**src/rtl/zx_key_reporter.sv**
```systemverilog
// rtl/zx_key_reporter.sv - scans 31 keys and reports each change as a UART scan-code frame
// Optional macro BREAK_CODE_EN: a release sends an F0 prefix frame before the key code.
module zx_key_reporter #(
    parameter int CLK_HZ = 27000000,
    parameter int BAUD   = 115200
) (
    input  logic        clk,
    input  logic        reset_n,
    input  logic [39:0] keys,
    output logic        txd,
    output logic        busy,
    output logic        byte_done
);

    localparam int BIT_PERIOD = CLK_HZ / BAUD;
    localparam int BW         = (BIT_PERIOD > 1) ? $clog2(BIT_PERIOD) : 1;
    localparam logic [BW-1:0] BAUD_LAST = BW'(BIT_PERIOD - 1);

`ifdef BREAK_CODE_EN
    typedef enum logic [1:0] {SCAN = 2'd0, PREFIX = 2'd1, CODE = 2'd2} state_t;
`else
    typedef enum logic [1:0] {SCAN = 2'd0, CODE = 2'd2} state_t;
`endif

    state_t        state_q, state_d;
    logic [4:0]    idx_q, idx_d;
    logic [30:0]   prev_q, prev_d;
    logic [7:0]    shift_q, shift_d;
    logic [3:0]    bit_q, bit_d;
    logic [BW-1:0] baud_q, baud_d;
    logic          txd_q, txd_d;
`ifdef BREAK_CODE_EN
    logic [7:0]    code_q, code_d;
`endif

    logic          last_tick;
    logic          key_now;
    logic          unused_keys;

    assign unused_keys = ^keys[39:31];

    function automatic logic [7:0] key_code(input logic [4:0] i);
        case (i)
            5'd0:    key_code = 8'h15;
            5'd1:    key_code = 8'h1D;
            5'd2:    key_code = 8'h24;
            5'd3:    key_code = 8'h2D;
            5'd4:    key_code = 8'h2C;
            5'd5:    key_code = 8'h1C;
            5'd6:    key_code = 8'h1B;
            5'd7:    key_code = 8'h23;
            5'd8:    key_code = 8'h2B;
            5'd9:    key_code = 8'h34;
            5'd10:   key_code = 8'h1A;
            5'd11:   key_code = 8'h22;
            5'd12:   key_code = 8'h21;
            5'd13:   key_code = 8'h2A;
            5'd14:   key_code = 8'h32;
            5'd15:   key_code = 8'h16;
            5'd16:   key_code = 8'h1E;
            5'd17:   key_code = 8'h26;
            5'd18:   key_code = 8'h25;
            5'd19:   key_code = 8'h2E;
            5'd20:   key_code = 8'h36;
            5'd21:   key_code = 8'h3D;
            5'd22:   key_code = 8'h3E;
            5'd23:   key_code = 8'h46;
            5'd24:   key_code = 8'h45;
            5'd25:   key_code = 8'h12;
            5'd26:   key_code = 8'h59;
            5'd27:   key_code = 8'h14;
            5'd28:   key_code = 8'h11;
            5'd29:   key_code = 8'h29;
            5'd30:   key_code = 8'h5A;
            default: key_code = 8'h00;
        endcase
    endfunction

    assign last_tick = (baud_q == BAUD_LAST);
    assign key_now   = keys[idx_q];

    always_comb begin
        state_d = state_q;
        idx_d   = idx_q;
        prev_d  = prev_q;
        shift_d = shift_q;
        bit_d   = bit_q;
        baud_d  = baud_q;
        txd_d   = txd_q;
`ifdef BREAK_CODE_EN
        code_d  = code_q;
`endif
        case (state_q)
            SCAN: begin
                txd_d = 1'b1;
                idx_d = (idx_q == 5'd30) ? 5'd0 : idx_q + 5'd1;
                if (key_now != prev_q[idx_q]) begin
                    // Start bit goes out on the very next clock.
                    prev_d[idx_q] = key_now;
                    bit_d         = 4'd0;
                    baud_d        = '0;
                    txd_d         = 1'b0;
                    state_d       = CODE;
                    shift_d       = key_code(idx_q);
`ifdef BREAK_CODE_EN
                    code_d        = key_code(idx_q);
                    if (!key_now) begin
                        state_d = PREFIX;
                        shift_d = 8'hF0;
                    end
`endif
                end
            end
            default: begin
                if (last_tick) begin
                    baud_d = '0;
                    if (bit_q == 4'd9) begin
                        bit_d = 4'd0;
`ifdef BREAK_CODE_EN
                        if (state_q == PREFIX) begin
                            // Code frame follows the prefix stop bit with no idle gap.
                            state_d = CODE;
                            shift_d = code_q;
                            txd_d   = 1'b0;
                        end else begin
                            state_d = SCAN;
                            txd_d   = 1'b1;
                        end
`else
                        state_d = SCAN;
                        txd_d   = 1'b1;
`endif
                    end else begin
                        bit_d = bit_q + 4'd1;
                        if (bit_q == 4'd8) begin
                            txd_d = 1'b1;
                        end else begin
                            txd_d   = shift_q[0];
                            shift_d = {1'b0, shift_q[7:1]};
                        end
                    end
                end else begin
                    baud_d = baud_q + BW'(1);
                end
            end
        endcase
    end

    always_ff @(posedge clk or negedge reset_n) begin
        if (!reset_n) begin
            state_q <= SCAN;
            idx_q   <= 5'd0;
            prev_q  <= '0;
            shift_q <= '0;
            bit_q   <= 4'd0;
            baud_q  <= '0;
            txd_q   <= 1'b1;
`ifdef BREAK_CODE_EN
            code_q  <= '0;
`endif
        end else begin
            state_q <= state_d;
            idx_q   <= idx_d;
            prev_q  <= prev_d;
            shift_q <= shift_d;
            bit_q   <= bit_d;
            baud_q  <= baud_d;
            txd_q   <= txd_d;
`ifdef BREAK_CODE_EN
            code_q  <= code_d;
`endif
        end
    end

    assign txd       = txd_q;
    assign busy      = (state_q != SCAN);
    assign byte_done = busy && (bit_q == 4'd9) && last_tick;

endmodule

```
**config.mk**
```make
export PLATFORM = sky130hd
export DESIGN_NAME = zx_key_reporter
export DESIGN_NICKNAME = d
export VERILOG_FILES = /design/src/rtl/zx_key_reporter.sv
export SDC_FILE = /design/constraint.sdc
export NUM_CORES = 1
export LEC_CHECK = 0
export BUFFER_PORTS_ARGS = -buffer_cell sky130_fd_sc_hd__buf_2
export CAP_MARGIN = 20
export CORE_MARGIN = 2
export CORE_UTILIZATION = 40
export CTS_CLUSTER_DIAMETER = 200
export DETAILED_ROUTE_END_ITERATION = 12
export PLACE_DENSITY_LB_ADDON = 0.08
export SLEW_MARGIN = 20
export SYNTH_ARGS = -nofsm -noshare
export SYNTH_HDL_FRONTEND = slang
export SYNTH_SLANG_ARGS = --single-unit
```
**constraint.sdc**
```tcl
create_clock -name clk -period 2.47 [get_ports clk]
set_input_delay 0 -clock clk [delete_from_list [all_inputs] [get_ports clk]]
set_output_delay 0 -clock clk [all_outputs]
set_load 0.02 [all_outputs]
```
==> flow_summary.yaml, run 1 <==
placement:
  dpl.hpwl_um: 7930
  dp.cells: 624
  portBuffers: 36
  dpl_cell_area_sq_um: 4530
  gp_routability_congestion: 0.860
setup_path:
  rrSetupSlack_ps: -40
  critPathLaunch: "idx_q[0]$_DFFE_PN0N_"
  required_ps: 2750
  worstSetupStartpointType: "flip-flop"
  arrival_ps: 2790
  r2r-start: "idx_q[0]$_DFFE_PN0N_"
  reg2regPathDepth: 9
  worstSetupEndpointType: "flip-flop"
  endpoint: "shift_q[5]$_DFFE_PN0P_"
  critPathMaxFanout: 10
  r2r_end: "shift_q[5]$_DFFE_PN0P_"
  path_class: "flip-flop to flip-flop"
timing:
  fin_ws_ps: -41.7
  finalSetupViolations: 3
  finalMaxSlewViolations: 0
  worstMarginPinSlew_ps: 700
  skew_ps: 11.4
  hold_viol_final: 0
  slew_headroom_pct: 53.3
  fmax_mhz: 398
  period_share_pct: 102
  fin_hold_ws_ps: 236
  period_needed_ps: 2510
  rsz0062_at_grt: "true"
routing:
  drtIter0Drc: 241
  detail-route-antenna-nets: 0
  first_pass_iters: 5
  drcViolationCount: 0
  post_drt_wl_per_cell_um: 17.3
  vias: 3624
  drt-total-wl_um: 11100
  viasPerCell: 5.65
clocking:
  root_buffer: "clkbuf_8"
  cts_sinks: 57
  cts_setup_buffers: 0
  cts.clk_slew.worst_paths_ps: 70
  numCtsBuffers: 9
  cts_tree: "built"
  cts_max_path_buffers: 2
  htreeDepth: 3
  clk-insertion-delay-late_ps: 350
grt:
  antenna_found_initial: 0
  grt_use_total_pct: 22.2
  grt_max_degree: 33
  grt_first_pass_wirelength_um: 18000
  grt_overflow: 0
  grt_pass1_vias: 3530
cells_and_area:
  finalCoreUtilization_pct: 50.3
  drive_gt1_share_pct: 27.2
  area_growth_pct: 23.6
  antenna_cells: 0
  fin_nets: 559
  layout.cells.non_filler: 641
  final_area_sq_um: 4880
floorplan:
  die_w_um: 103
  start_util_pct: 40.7
  die_y_um: 103
  dieArea_sq_um: 10700
  core_sq_um: 9680
  ios: 45
  row_count: 36
logic_synthesis:
  ys_top_cells_by_count: "o21ai_0, dfrtp_1, a21oi_1"
  synthCells: 440
  synth.area.top_cells: "dfrtp_1, o21ai_0, a21oi_1"
  synth_most_common_cell: "o21ai_0"
  yosys.area.top_type: "dfrtp_1"
  syn-num-nets: 496
  netlist.area_leader.share_pct: 35.5
  synthFlopType: "dfrtp_1"
  synth_cell_types: 55
  synth_edf_count: 0
  synth-async-reset-ratio_pct: 100
  ys_ff_latch: 57
  ys_seq_area_share_pct: 36.2
  syn_avg_cell_area_sq_um: 8.97
  syn_area_sq_um: 3950
  yosys_warnings: 0
hold_path:
  hold_class: "input pin to asynchronous set/reset pin"
pwr:
  combPwrFrac_pct: 42.4
  clkPwrFrac_pct: 24.8
  p_switching_mw: 1.50
  powerDensity_nw_per_um2: 833
  p_seq_share_pct: 32.8
  swShare_pct: 36.8
  p_leak_nw: 2.07
  irDropWorstVdd_mv: 0.398
  internal_power_mw: 2.57
job:
  maxCapViolCount: 0
outcome:
  violations: "setup timing"
  run_status: "finished with violations"
[kinds of logic after synthesis]
family,share of synthesized area [%]
AOI/OAI and AO/OA,23.6
xor gates and xnor gates,1.14
adders and majority gates,4.44
buffers and inverters,4.63
DFF,36.2
muxes,14.6
and+or+nand+nor,15.4
[layout by cell type, fill, tap and decap left out, types with 10 or more instances in the layout]
cell      Yosys  routed
dfrtp_1      56      55
o21ai_0      83      53
a21oi_1      47      45
buf_2         5      36
buf_4         3      34
nand2_1      36      31
o21ai_1       0      30
mux2i_1      23      23
nor2_1       26      21
nand3_1      20      19
ha_1         14      14
inv_1        10      10
clkbuf_8      0      10
[registers in the layout, summed over array words and instances (netlist names)]
signal and cells:
prev_q 31, baud_q 8, shift_q 7, idx_q 5
bit_q 4, state_q 1, txd 1
[power by group through the flow]
stage | Combinational [mW] | Clock, mW | Sequential, mW
2_1_floorplan | 1.13 | 0 | 1.30
3_3_place_gp | 1.63 | 0 | 1.34
3_5_place_dp | 1.65 | 0 | 1.34
4_1_cts | 1.67 | 1.03 | 1.33
5_1_grt | 1.91 | 1.07 | 1.37
6_report | 1.72 | 1.01 | 1.33
[critical path: stages, from the launching register on]
cell and delay (ps):
dfrtp_2 510, buf_6 170, mux4_2 330, o22ai_2 60, a211oi_2 140, or3b_4 450
xor2_4 190, buf_12 160, or3_1 340, nand3_1 70
[timing repair]
action                     in CTS  in global routing
setup endpoints to repair      23                 52
resized for setup               8                 51
cloned                          0                  0
pin swaps                       0                  2
hold buffers                    1                  0
hold endpoints to repair       25                  0
[final cells by class]
cell class	count	area (sq um)
repair buffers	81	584
well taps	133	166
flip-flops and latches	57	1430
clock buffers	11	141
multi-input cells	343	2430
inverters	11	41.3
clock inverters	5	78.8
fillers	912	4810
[stage by stage]
step | setup slack [ps] | total power, mW | setup TNS, ps
after floorplan | 16.0 | 2.43 | 0
after global placement | -4.96 | 2.97 | -6.34
after detailed placement | -45.9 | 2.99 | -309
after CTS | -29.8 | 4.03 | -81.0
after global routing | -133 | 4.35 | -1670
final | -41.7 | 4.06 | -75.9
[how the worst min path moves through the flow]
stage,startpoint,endpoint
6_report,reset_n,shift_q[6]$_DFFE_PN0P_
5_1_grt,reset_n,baud_q[4]$_DFFE_PN0P_
4_1_cts,reset_n,baud_q[1]$_DFFE_PN0P_
3_5_place_dp,reset_n,bit_q[3]$_DFFE_PN0P_
3_3_place_gp,reset_n,bit_q[3]$_DFFE_PN0P_
2_1_floorplan,reset_n,baud_q[0]$_DFFE_PN0P_
[layer usage]
layer  up-vias  part of all wire, %  track usage, %
met2       118                   48            36.8
li1       1746                    -               -
met4         0                  1.4            6.68
met3        11                  5.0            4.23
met1      1749                   46            29.5
met5         -                    0               0
No activity file was read; power rests on OpenSTA's default activity.
==> run 2, diff against run 1 <==
--- a/config.mk
+++ b/config.mk
@@ -8,7 +8,7 @@
 export BUFFER_PORTS_ARGS = -buffer_cell sky130_fd_sc_hd__buf_2
 export CAP_MARGIN = 20
 export CORE_MARGIN = 2
-export CORE_UTILIZATION = 40
+export CORE_UTILIZATION = 25
 export CTS_CLUSTER_DIAMETER = 200
 export DETAILED_ROUTE_END_ITERATION = 12
 export PLACE_DENSITY_LB_ADDON = 0.08
==> run 2 against run 1 <==
  * The run still ends with setup timing left
  * Clock power rose by 46%
  * Cell count rose by 16%
  * Critical path depth rose by 1
  * Largest cell class unchanged
  * Routed wire length rose by 20%
  * Clock skew fell by 7.3 ps
  * Total power rose by 18%
  * Maximum frequency rose by 1.6%
  * First-iteration DRC count fell by 13%
  * Hold slack got worse by 180 ps
  * Core utilization fell by 16 points
  * Final area rose by 9.3%
  * Via count rose by 4.2%
==> flow_summary.yaml, run 2 (same netlist as run 1, synthesis figures left out) <==
placement:
  dpl.hpwl_um: 9310
  gp_routability_congestion: 0.812
  dpl_cell_area_sq_um: 4720
  dp.cells: 717
  portBuffers: 36
outcome:
  run_status: "finished with violations"
  violations: "setup timing"
setup_path:
  critPathMaxFanout: 10
  path_class: "flip-flop to flip-flop"
  worstSetupEndpointType: "flip-flop"
  path_cells: "buf_12 > buf_4 > mux4_1 > o22ai_1 > or3b_4 > buf_4 > nand2_1 > buf_4 > o21ai_0 > o21ai_0"
  required_ps: 2660
  cp_slowest_cell: "mux4_1"
  cpPeakStageDelay_ps: 560
  arrival_ps: 2660
  worstSetupStartpointType: "flip-flop"
  crit_top_cell: "buf_4"
routing:
  first_pass_iters: 5
  vias: 3777
  viasPerCell: 5.08
  drcViolationCount: 0
  drt-total-wl_um: 13300
  detail-route-antenna-nets: 0
  drtIter0Drc: 209
  post_drt_wl_per_cell_um: 17.9
cells_and_area:
  final_area_sq_um: 5330
  largest_register_ffs: 31
  drive_gt1_share_pct: 32.5
  layout.cells.non_filler: 743
  layout_commonest_cell: "o21ai_0"
  reg_top3: "prev_q x31, baud_q x8, shift_q x7"
  antenna_cells: 0
  mostFrequentLayoutCells: "o21ai_0, buf_4, dfrtp_1, a21oi_1, buf_2"
  area_growth_pct: 35.1
  finalCoreUtilization_pct: 34.8
  top_register: "prev_q"
  fin_nets: 583
timing:
  finalMaxSlewViolations: 0
  setup-tns-final_ps: -1.43
  fmax_mhz: 405
  finalSetupViolations: 1
  worstMarginPinSlew_ps: 719
  fin_ws_ps: -1.43
  period_share_pct: 100
  skew_ps: 4.09
  rsz0062_at_grt: "true"
  fin_hold_ws_ps: 56.6
  period_needed_ps: 2470
  hold_viol_final: 0
  slew_headroom_pct: 52.1
clocking:
  numCtsBuffers: 9
  cts_tree: "built"
  cts_sinks: 57
  cts_max_path_buffers: 2
  cts.clk_slew.worst_paths_ps: 50
  root_buffer: "clkbuf_16"
  htreeDepth: 3
  clk-insertion-delay-late_ps: 330
hold_path:
  hold_class: "input pin to asynchronous set/reset pin"
floorplan:
  core_sq_um: 15300
  die_y_um: 130
  row_count: 45
  start_util_pct: 25.8
  dieArea_sq_um: 16800
  die_w_um: 130
  ios: 45
pwr:
  clkPwrFrac_pct: 30.7
  p_switching_mw: 1.62
  internal_power_mw: 3.17
  p_leak_nw: 2.24
  swShare_pct: 33.9
  combPwrFrac_pct: 41.5
  p_seq_share_pct: 27.8
  irDropWorstVdd_mv: 0.386
  powerDensity_nw_per_um2: 898
grt:
  antenna_found_initial: 0
  grt_pass1_vias: 3752
  grt_use_total_pct: 16.8
  grt_first_pass_wirelength_um: 21300
  grt_overflow: 0
  grt_max_degree: 52
job:
  maxCapViolCount: 0
-- run 2: changes by cell type in the layout (fill, tap and decap cells not counted), sizes merged --
| cell | delta |
|---|---|
| buf | +24 |
| clkinv | -3 |
| clkinvlp | +3 |
| bufinv | +1 |
| inv | -1 |
-- run 2: area by class of cell --
cell class,count,area [sq um]
clock inverters,5,103
well taps,211,264
flip-flops and latches,57,1430
inverters,11,48.8
fillers,1623,9980
repair buffers,105,779
clock buffers,11,243
multi-input cells,343,2460
-- run 2: worst max-delay path, delay by kind of cell (launching register included) --
kind	cells	cell delay (ps)
AO/OA/AOI/OAI	3	460
multiplexers	1	560
buffers and inverters	4	650
AND/OR/NAND/NOR	2	270
flip-flops	1	390
-- run 2: final timing paths --
path | slack [ps] | startpoint | cells past startpoint | to
worst min register to register | 540 | shift_q[5]$_DFFE_PN0P_ | 2 | shift_q[5]$_DFFE_PN0P_
max in group asynchronous | 1420 | reset_n | 3 | idx_q[0]$_DFFE_PN0N_
worst min-delay path | 60 | reset_n | 2 | bit_q[0]$_DFFE_PN0P_
worst max register to register | -1 | idx_q[0]$_DFFE_PN0N_ | 10 | prev_q[0]$_DFFE_PN0P_
worst max-delay path | -1 | idx_q[0]$_DFFE_PN0N_ | 10 | prev_q[0]$_DFFE_PN0P_
min in group clk | 350 | keys[18] | 5 | prev_q[17]$_DFFE_PN0P_
-- run 2: routing by layer --
layer  track usage [%]  vias up  part of all wire (%)
li1                  -     1802                     -
met1              22.2     1878                    46
met2              27.3       78                    48
met3              3.67       19                   3.7
met4              5.69        0                   2.2
met5                 0        -                     0
-- run 2: power by group through the flow --
stage	Sequential (mW)	Combinational, mW	Clock (mW)
after detailed placement	1.36	1.66	0
after global placement	1.36	1.66	0
after floorplan	1.30	1.13	0
final	1.33	1.99	1.47
after global routing	1.37	2.21	1.55
after CTS	1.33	1.93	1.51
-- run 2: what timing repair did --
| item | 4_1_cts | 5_1_grt |
|---|---|---|
| resized for setup | 21 | 40 |
| hold buffers | 1 | 0 |
| buffers inserted | 10 | 0 |
| gates cloned | 1 | 0 |
| pin swaps | 7 | 13 |
| endpoints found under the setup margin | 36 | 51 |
| hold endpoints to repair | 6 | 0 |
-- run 2: metrics by stage --
step           power, mW  setup slack (ps)
6_report            4.79             -1.43
5_1_grt             5.13              -129
4_1_cts             4.77             -34.9
3_5_place_dp        3.02              -207
3_3_place_gp        3.01              -107
2_1_floorplan       2.43              16.0
